$ cat src/rtl/frac_divider.sv
// Restoring fractional divider: dividend/divider as an unsigned Q0.FW value, one bit per clock.
// Optional macro DIVIDER_DONE_EN adds a one-clock 'done' pulse after the final step.
module frac_divider #(
  parameter int DW = 7,
  parameter int FW = 8,
  parameter int CW = 3
) (
  input  logic          clk,
  input  logic          rst,
  input  logic [CW-1:0] cycle_cnt,
  input  logic [DW-1:0] divider,
  input  logic [DW-1:0] dividend,
  output logic [FW-1:0] frac_val
`ifdef DIVIDER_DONE_EN
  ,
  output logic          done
`endif
);

  logic [DW:0]   rem;
  logic [DW:0]   src;
  logic [DW:0]   t;
  logic [DW:0]   rem_next;
  logic [DW:0]   div_ext;
  logic          step_bit;
  logic          active;
  logic          sat;
  logic          start;
  logic          step_en;
  logic          last;
  logic [FW-1:0] frac_next;

  assign div_ext = {1'b0, divider};
  assign start   = (cycle_cnt == '0);
  // Counter values at or beyond FW never advance the division.
  assign step_en = !start && active && (int'(cycle_cnt) < FW);
  assign last    = step_en && (int'(cycle_cnt) == FW - 1);

  // One restoring step: shift the partial remainder, subtract if it fits.
  always_comb begin
    src      = start ? {1'b0, dividend} : rem;
    t        = src << 1;
    step_bit = (t >= div_ext);
    rem_next = step_bit ? (t - div_ext) : t;
  end

  always_comb begin
    frac_next = frac_val;
    if (start) begin
      frac_next         = '0;
      frac_next[FW-1]   = step_bit;
    end else if (step_en) begin
      for (int i = 0; i < FW; i++) begin
        if (i == FW - 1 - int'(cycle_cnt)) frac_next[i] = step_bit;
      end
      // Division by zero or an improper fraction clamps to all ones.
      if (last && sat) frac_next = '1;
    end
  end

  always_ff @(posedge clk or negedge rst) begin
    if (!rst) begin
      rem      <= '0;
      active   <= 1'b0;
      sat      <= 1'b0;
      frac_val <= '0;
    end else begin
      frac_val <= frac_next;
      if (start) begin
        rem    <= rem_next;
        active <= 1'b1;
        sat    <= (divider == '0) || (dividend >= divider);
      end else if (step_en) begin
        rem <= rem_next;
        if (last) active <= 1'b0;
      end
    end
  end

`ifdef DIVIDER_DONE_EN
  always_ff @(posedge clk or negedge rst) begin
    if (!rst) begin
      done <= 1'b0;
    end else begin
      done <= last;
    end
  end
`endif

endmodule

$ cat config.mk
export PLATFORM = sky130hd
export DESIGN_NAME = frac_divider
export DESIGN_NICKNAME = d
export VERILOG_FILES = /design/src/rtl/frac_divider.sv
export SDC_FILE = /design/constraint.sdc
export NUM_CORES = 1
export LEC_CHECK = 0
export ABC_AREA = 0
export CAP_MARGIN = 25
export CORE_AREA = 2 2 73 75
export DETAILED_ROUTE_END_ITERATION = 10
export DIE_AREA = 0 0 75 77
export PLACE_DENSITY = 0.58
export SYNTH_ARGS = -nofsm -noshare
export SYNTH_HDL_FRONTEND = slang
export SYNTH_SLANG_ARGS = --single-unit
$ cat constraint.sdc
create_clock -name clk -period 2.48 [get_ports clk]
set_input_delay 0.372 -clock clk [delete_from_list [all_inputs] [get_ports clk]]
set_output_delay 0.372 -clock clk [all_outputs]
set_load 0.1 [all_outputs]
==> metrics, run 1 <==
top cell type by total area after synthesis=dfrtp_1; Gate power share=67.8%; initial DRC count=38; Die Span Y=77 um; Max Clk Rate=432 MHz; post-synth cell types=45; CP Launch Type=primary input; Reg clk slew, reported paths=70 ps; Peak supply drop=0.310 mV; sw frac=48.4%; post-synthesis cell area=1440 um^2; Gate Count Post-Synth=171; Worst Path Arrival=2480 ps; internal power=1.03 mW; Critical Path End Type=flip-flop; critical path required time=2650 ps; CTS Root Cell=clkbuf_8; H-tree depth=1; PD cells=991 nW/um^2; slowest cell delay on critical path=450 ps; routed vias=between 1000 and 1500; Fin. Hold Viols=0; Routability Congestion=~0.86; Synth top area share=about 30%; worst slew pin tran=788 ps; largest net degree at the start of global routing=18; Avg Inst Size Synth=8.41 um^2; largest cells by area after synthesis=dfrtp_1 (30%), ha_1 (12%), nand2_1 (5.5%); Hold WS=around 480 ps; Worst slew margin=47.3%; register area=roughly 430 um^2; crit path max-delay cell type=or3_4; Lkg Pwr=slightly above 0.9 nW; final setup fails=0; total power=between 2 and 2.5 mW; dpl ws=-539 ps; Tmin final=2310 ps; Syn Nets=205; worst-path fanout max=7; buffers added on ports=26; Pins Over Slew Limit=0; Clock Latency Late Sink=260 ps; dpl hpwl=roughly 3 mm; Ys Warns=0; WL per Instance=approximately 13 um; Hold WC Path Type=in2reg; number of global-route vias before repair=1406; GRT overflow=0; crit share post-route=93.3%; clk sinks=17; clock share of power=10.7%; Rows=26; TritonCTS Buffers=3; Initial Util=roughly 29%; core area=4980 um^2; Layout area overhead=40.7%; diode count=0; Multi-input gate area=approximately 1000 um^2; initial antenna violation count=0; RSZ-0062 raised after global routing=no; cts hold-fix bufs=0; dpl cells=284; Post-synth EDFFs=0; GRT Total Usage=14.7%; dominant synthesized flop cell=dfrtp_1; chip width=roughly 75 um; post-synthesis async set-or-reset flop share=100%; critical path class=in2reg; setup ws final=167 ps; CP Cell Sequence=clkbuf_2 > or3_4 > mux2i_4 > fa_2 > nand2b_4 > a211oi_4 > o21a_4 > nor2_4 > o311ai_1; CTS Buffer Depth=2; first-pass GRT wire length=6.56 mm; Vias/cell=between 4 and 5; final WL=3.85 mm; fraction of layout cells with a size suffix above 1=27.7%; drt pass-1 iters=4; die footprint=around 5800 um^2; sequential share of the synthesized area=between 20% and 30%; FF+latch count, synth=17; fillers=roughly 500; Layout Nets=255; maximum capacitance violations=0; Clock Skew=about 10 ps; Final Non-Filler Cells=between 200 and 300; status=finished clean; Residual DRC=0; CTS tree=done; Ports=27; sequential share of power=21.5%; Sw Pwr=0.971 mW; antenna viol nets, final=0
layer usage:
metal  GRT usage, %  vias up  routed length, um
li1               -      722                  -
met3           3.42        6                126
met4           4.64        0                 59
met1           18.9      641               1790
met5              0        -                  0
met2           23.7       19               1870
cell families after synthesis:
family | share of synthesized area, %
buffers and inverters | 7.22
adders and majority gates | 13.6
xor gates and xnor gates | 1.22
DFF | 29.6
AOI/OAI and AO/OA | 25.4
muxes | 2.43
and+or+nand+nor | 20.6
path summary, 6_finish.rpt:
check	start	end	slack (ps)	cells past startpoint
worst max register to register	rem[0]	frac_val[6]	450	8
worst max-delay path	cycle_cnt[2]	frac_val[6]	170	9
worst min register to register	rem[4]	rem[4]	490	1
min in group asynchronous	rst	sat	570	1
worst min-delay path	cycle_cnt[2]	active	480	3
max in group asynchronous	rst	frac_val[5]	1410	1
Yosys cell counts, types with 2 or more instances:
library cell  count
inv_1            14
nor3_1            2
nor3b_1           2
nand2_1          21
a31oi_1           8
xnor2_1           2
nor2_1           12
a21oi_1          11
o221a_2           2
o21a_1            2
nand4_1           4
buf_6             3
buf_2             2
ha_1             14
a211oi_1          4
mux2i_1           2
o31a_1            2
dfrtp_1          17
nand2b_1          2
nand3_1           5
a21o_1            4
clkbuf_1          2
o21ai_0          12
final cells by class:
type	count	share of cell area, %
clock buffer	3	2.04
multi-input combinational	134	49.4
sequential	17	21.0
inverter	14	2.60
tap	70	4.33
timing repair buffer	51	20.4
clock inverter	1	0.247
flip-flops by register name, indices dropped and copies added (netlist names):
name,count
active,1
rem,7
frac_val,8
sat,1
what timing repair did:
item	4_1_cts	5_1_grt
endpoints found under the hold margin	0	0
buffers inserted	1	0
setup endpoints to repair	15	12
gates cloned	1	0
pin swaps	7	4
gates resized for setup	11	10
critical path, delay by kind of cell:
family	cells	cell delay (ps)
compound gates	3	760
simple gates	3	670
fa+ha+maj	1	370
mux	1	230
buf+inv	1	90
stage by stage:
step | utilization (%) | instance area (um^2) | TNS [ps]
after global placement | 38.6 | 1920 | -6430
after detailed placement | 38.6 | 1920 | -6970
final | 40.7 | 2020 | 0
after CTS | 40.5 | 2010 | 0
after floorplan | - | 1470 | -367
after global routing | 40.7 | 2020 | 0
placed cells by master (no fill, tap or decap), types with 4 or more instances in the layout:
master            n
buf_4            33
nand2_1          21
dfrtp_1          17
ha_1             12
a21o_1            4
a21oi_1          11
a31oi_1           8
nor2_1           12
inv_1            13
clkdlybuf4s50_1  15
nand4_1           4
o21ai_0           9
nand3_1           5
power by group through the flow:
stage | clock network [mW] | registers (mW) | logic, mW
finish | 0.215 | 0.431 | 1.36
global route | 0.227 | 0.443 | 1.48
CTS | 0.220 | 0.432 | 1.34
detailed placement | 0 | 0.434 | 1.27
global placement | 0 | 0.434 | 1.27
floorplan | 0 | 0.692 | 0.610
(Power assumes the default switching activity.)
==> run 2: changes to the inputs <==
- SKIP_CTS_REPAIR_TIMING: not set -> 1
- SLEW_MARGIN: not set -> 10
==> metrics, run 2 (same netlist as run 1, synthesis figures left out) <==
status=finished clean (unchanged); Fin. Hold Viols=0 (unchanged); Worst Path Arrival=2580 ps (was 2480 ps); slowest cell delay on critical path=400 ps (was 450 ps); Vias/cell=4.86 (was 4.79); Hold WS=479 ps (was 480 ps); critical path required time=2650 ps (about the same); CP Cell Sequence=dlymetal6s2s_1 > or3_4 > mux2i_4 > fa_2 > nand2b_4 > a211oi_4 > o21a_4 > nor2_4 > o311ai_1 (was clkbuf_2 > or3_4 > mux2i_4 > fa_2 > nand2b_4 > a211oi_4 > o21a_4 > nor2_4 > o311ai_1); CTS Buffer Depth=2 (unchanged); commonest non-fill, non-tap cell in the layout=buf_4 (unchanged); Final Non-Filler Cells=292 (was 290); Lkg Pwr=0.936 nW (was 0.910 nW); PD cells=995 nW/um^2 (was 991 nW/um^2); worst slew pin tran=799 ps (was 788 ps); crit share post-route=97.3% (was 93.3%); Clock Skew=9.71 ps (was 10.1 ps); Rows=26 (unchanged); Tmin final=2410 ps (was 2310 ps); WL per Instance=13.5 um (was 13.3 um); antenna viol nets, final=0 (unchanged); GRT overflow=0 (unchanged); Largest delay share family, worst path=compound AO/OA/AOI/OAI gates (unchanged); Critical Path End Type=flip-flop (unchanged); final WL=3.94 mm (was 3.85 mm); initial antenna violation count=0 (unchanged); Routability Congestion=0.856 (unchanged); Worst slew margin=46.6% (was 47.3%); initial DRC count=35 (was 38); diode count=0 (unchanged); first-pass GRT wire length=6.41 mm (was 6.56 mm); number of flip-flops in the largest register=8 (unchanged); Clock Latency Late Sink=260 ps (about the same); Reg clk slew, reported paths=70 ps (about the same); Top reg by flops=frac_val (unchanged); met1 Use GR=18.4% (was 18.9%); Initial Util=28.9% (unchanged); Max Clk Rate=414 MHz (was 432 MHz); chip width=75 um (unchanged); routed vias=1419 (was 1388); Residual DRC=0 (unchanged); commonest cells after routing, fill and taps aside=buf_4 (35), nand2_1 (21), dfrtp_1 (17) (was buf_4 (33), nand2_1 (21), dfrtp_1 (17)); Layout Nets=257 (was 255); Setup TNS=0 ps (unchanged); dpl cells=284 (unchanged); clk sinks=17 (unchanged); fraction of layout cells with a size suffix above 1=27.9% (was 27.7%); CP Launch Type=primary input (unchanged); die footprint=5780 um^2 (unchanged); Hold WC Path Type=in2reg (unchanged); maximum capacitance violations=0 (unchanged); number of buffer and inverter stages on the critical path=1 (unchanged); slack of the worst reg-to-reg path=430 ps (was 450 ps); met3 capacity usage during global routing=3.42% (unchanged); number of global-route vias before repair=1393 (was 1406); critical path class=in2reg (unchanged); GRT Total Usage=14.3% (was 14.7%); CTS Root Cell=clkbuf_8 (unchanged); Ports=27 (unchanged); H-tree depth=1 (unchanged); GR Util met2=23.2% (was 23.7%); CTS tree=done (unchanged); Peak supply drop=0.304 mV (was 0.310 mV); worst-path fanout max=7 (unchanged); Regs by FF count=frac_val: 8 flops, rem: 7 flops (unchanged); largest net degree at the start of global routing=18 (unchanged); Layout area overhead=43.8% (was 40.7%); layer carrying the most global-route usage=met2 (unchanged); dpl hpwl=3.06 mm (unchanged); buffers added on ports=26 (unchanged); crit path max-delay cell type=or3_4 (unchanged); core area=4980 um^2 (unchanged); final setup fails=0 (unchanged); Pins Over Slew Limit=0 (unchanged); Die Span Y=77 um (unchanged); drt pass-1 iters=4 (unchanged); TritonCTS Buffers=3 (unchanged)
==> run 2: final cells by class <==
type | instances | area [um^2]
clock buffers | 3 | 41.3
flip-flops and latches | 17 | 425
fillers | 505 | 2910
clock inverters | 1 | 5.00
well taps | 70 | 87.6
repair buffers | 53 | 442
multi-input cells | 134 | 1020
inverters | 14 | 52.6
==> run 2: path summary, 6_finish.rpt <==
kind | startpoint | cells after the start | end
worst max-delay path | cycle_cnt[0] | 9 | frac_val[6]
worst min-delay path | cycle_cnt[2] | 3 | active
worst max register to register | rem[0] | 8 | frac_val[6]
worst min register to register | rem[4] | 1 | rem[4]
max in group asynchronous | rst | 1 | frac_val[5]
min in group asynchronous | rst | 1 | frac_val[0]
==> run 2: worst min-delay path: stages <==
cell	delay, ps
clkbuf_2	100
buf_4	160
a21oi_1	70
==> run 2: routing by layer <==
layer | share of wire, % | wire, um | vias to the layer above
li1 | - | - | 722
met1 | 48 | 1880 | 667
met2 | 48 | 1880 | 23
met3 | 3.2 | 127 | 7
met4 | 1.4 | 57 | 0
met5 | 0 | 0 | -
==> run 2: power breakdown <==
| group | total, mW | switching [mW] | leakage, nW | internal (mW) |
|---|---|---|---|---|
| sequential | 0.433 | 0.0586 | 0.203 | 0.374 |
| combinational | 1.41 | 0.837 | 0.707 | 0.576 |
| clock | 0.215 | 0.103 | 0.0255 | 0.112 |
==> run 2: per-stage QoR <==
stage / power [mW] / cell area, um^2 / util (%) / worst slack (ps)
final: 2.06 / 2070 / 41.6 / 66.9
after global routing: 2.20 / 2070 / 41.6 / -24.3
after global placement: 1.71 / 1920 / 38.6 / -495
after CTS: 1.93 / 1970 / 39.6 / -285
after detailed placement: 1.70 / 1920 / 38.6 / -539
after floorplan: 1.30 / 1470 / - / -105
==> run 3: changes to the inputs <==
- CORE_AREA: 2 2 73 75 -> 2 2 103 55
- DIE_AREA: 0 0 75 77 -> 0 0 105 57
- PLACE_DENSITY: 0.58 -> 0.55
==> metrics, run 3 (same netlist as run 1, synthesis figures left out) <==
Max Clk Rate=419 MHz (was 414 MHz); Peak supply drop=0.492 mV (was 0.304 mV); Routability Congestion=0.848 (was 0.856); Core Util, Final=40.1% (was 41.6%); Reg clk slew, reported paths=70 ps (about the same); worst-path fanout max=7 (unchanged); fraction of layout cells with a size suffix above 1=29.9% (was 27.9%); Vias/cell=4.70 (was 4.86); met3 wire length=382 um (was 127 um); Residual DRC=0 (unchanged); number of global-route vias before repair=1299 (was 1393); maximum capacitance violations=0 (unchanged); Clock Latency Late Sink=250 ps (was 260 ps); Critical Path End Type=flip-flop (unchanged); register area=425 um^2 (unchanged); CP Launch Type=primary input (unchanged); Final Non-Filler Cells=294 (was 292); Layout area overhead=44.3% (was 43.8%); Lkg Pwr=0.915 nW (was 0.936 nW); Top Layer Used=met4 (unchanged); Reg2Reg Launch Point=rem[0] (unchanged); antenna viol nets, final=0 (unchanged); clk sinks=17 (unchanged); worst slew pin tran=769 ps (was 799 ps); PD cells=983 nW/um^2 (was 995 nW/um^2); crit path launch=cycle_cnt[0] (unchanged); Met2 Routed Length=1.37 mm (was 1.88 mm); diode count=0 (unchanged); final setup fails=0 (unchanged); worst hold path startpoint=rem[4] (was cycle_cnt[2]); Initial Util=27.8% (was 28.9%); status=finished clean (unchanged); TritonCTS Buffers=3 (unchanged); core area=5180 um^2 (was 4980 um^2); H-tree depth=1 (unchanged); largest net degree at the start of global routing=18 (unchanged); Regs by FF count=frac_val: 8 flops, rem: 7 flops (unchanged); critical path required time=2640 ps (was 2650 ps); CTS tree=done (unchanged); Ports=27 (unchanged); GRT overflow=0 (unchanged); Hold WC Path Type=reg2reg (was in2reg); dpl cells=288 (was 284); Layout Nets=256 (was 257); placed cell areas=1930 um^2 (was 1920 um^2); critical path class=in2reg (unchanged); CTS Root Cell=clkbuf_8 (unchanged); die footprint=5990 um^2 (was 5780 um^2); GRT Total Usage=14.1% (was 14.3%); Worst slew margin=48.6% (was 46.6%); chip width=105 um (was 75 um); Worst Path Arrival=2550 ps (was 2580 ps); Fin. Hold Viols=0 (unchanged); WL per Instance=14.6 um (was 13.5 um); crit share post-route=96.3% (was 97.3%); Tmin final=2390 ps (was 2410 ps); initial antenna violation count=0 (unchanged); first-pass GRT wire length=6.63 mm (was 6.41 mm); routed vias=1381 (was 1419); RSZ-0062 raised after global routing=yes; commonest cells after routing, fill and taps aside=buf_4 (32), nand2_1 (20), dfrtp_1 (17) (was buf_4 (35), nand2_1 (21), dfrtp_1 (17)); Die Span Y=57 um (was 77 um); commonest non-fill, non-tap cell in the layout=buf_4 (unchanged); number of flip-flops in the largest register=8 (unchanged); drt pass-1 iters=4 (unchanged); Multi-input gate area=1040 um^2 (was 1020 um^2); cell area after layout=2080 um^2 (was 2070 um^2); initial DRC count=109 (was 35); CTS Buffer Depth=2 (unchanged); final WL=4.29 mm (was 3.94 mm); Rows=19 (was 26); Top reg by flops=frac_val (unchanged); Hold WS=505 ps (was 479 ps); M1 WL=2.54 mm (was 1.88 mm); buffers added on ports=26 (unchanged); fillers=550 (was 505); Setup TNS=0 ps (unchanged); dpl hpwl=3.27 mm (was 3.06 mm); Pins Over Slew Limit=0 (unchanged); Clock Skew=3.00 ps (was 9.71 ps)
==> run 3: changes by cell type in the layout (fill, tap and decap cells not counted), sizes merged <==
cell / before / now
clkbuf: 4 / 5
buf: 36 / 34
or3: 2 / 3
dlymetal6s2s: 1 / 0
==> run 3: critical path, cell delays in order <==
cell and delay, ps:
buf_2 130, or3_4 450, mux2i_4 230, inv_2 70, ha_4 280, ha_4 120, nand4_1 170, o21ai_4 350
nor2_4 100, o311ai_2 280
==> run 3: path summary, 6_finish.rpt <==
path	end	slack, ps	cells past startpoint
setup / recovery	frac_val[6]	90	10
hold / removal	rem[4]	500	1
setup reg to reg	frac_val[6]	420	8
hold reg to reg	rem[4]	500	1
max in group asynchronous	active	1430	1
min in group asynchronous	frac_val[7]	560	1
==> run 3: power by group <==
group	internal, mW	total (mW)	switching (mW)	leakage (nW)
Sequential	0.374	0.436	0.0616	0.203
Combinational	0.563	1.39	0.831	0.687
Clock	0.112	0.211	0.0994	0.0255
Total	1.05	2.04	0.992	0.915
==> run 3: final cells by class <==
| cell class | instances | area share [%] |
|---|---|---|
| Multi-Input combinational cell | 135 | 50.3 |
| Tap cell | 73 | 4.40 |
| Clock buffer | 3 | 1.99 |
| Clock inverter | 1 | 0.241 |
| Timing Repair Buffer | 51 | 20.1 |
| Sequential cell | 17 | 20.5 |
| Inverter | 14 | 2.53 |
==> run 3: routing by layer <==
layer | GRT usage [%] | up-vias
met4 | 1.14 | 0
met1 | 25.4 | 614
met2 | 15.8 | 42
met3 | 3.77 | 2
li1 | - | 723
met5 | 0 | -
==> run 3: stage by stage <==
| stage | worst slack, ps | power [mW] |
|---|---|---|
| 3_3_place_gp | -500 | 1.71 |
| 6_report | 92.9 | 2.04 |
| 2_1_floorplan | -105 | 1.30 |
| 5_1_grt | -51.9 | 2.19 |
| 4_1_cts | -300 | 1.92 |
| 3_5_place_dp | -560 | 1.70 |
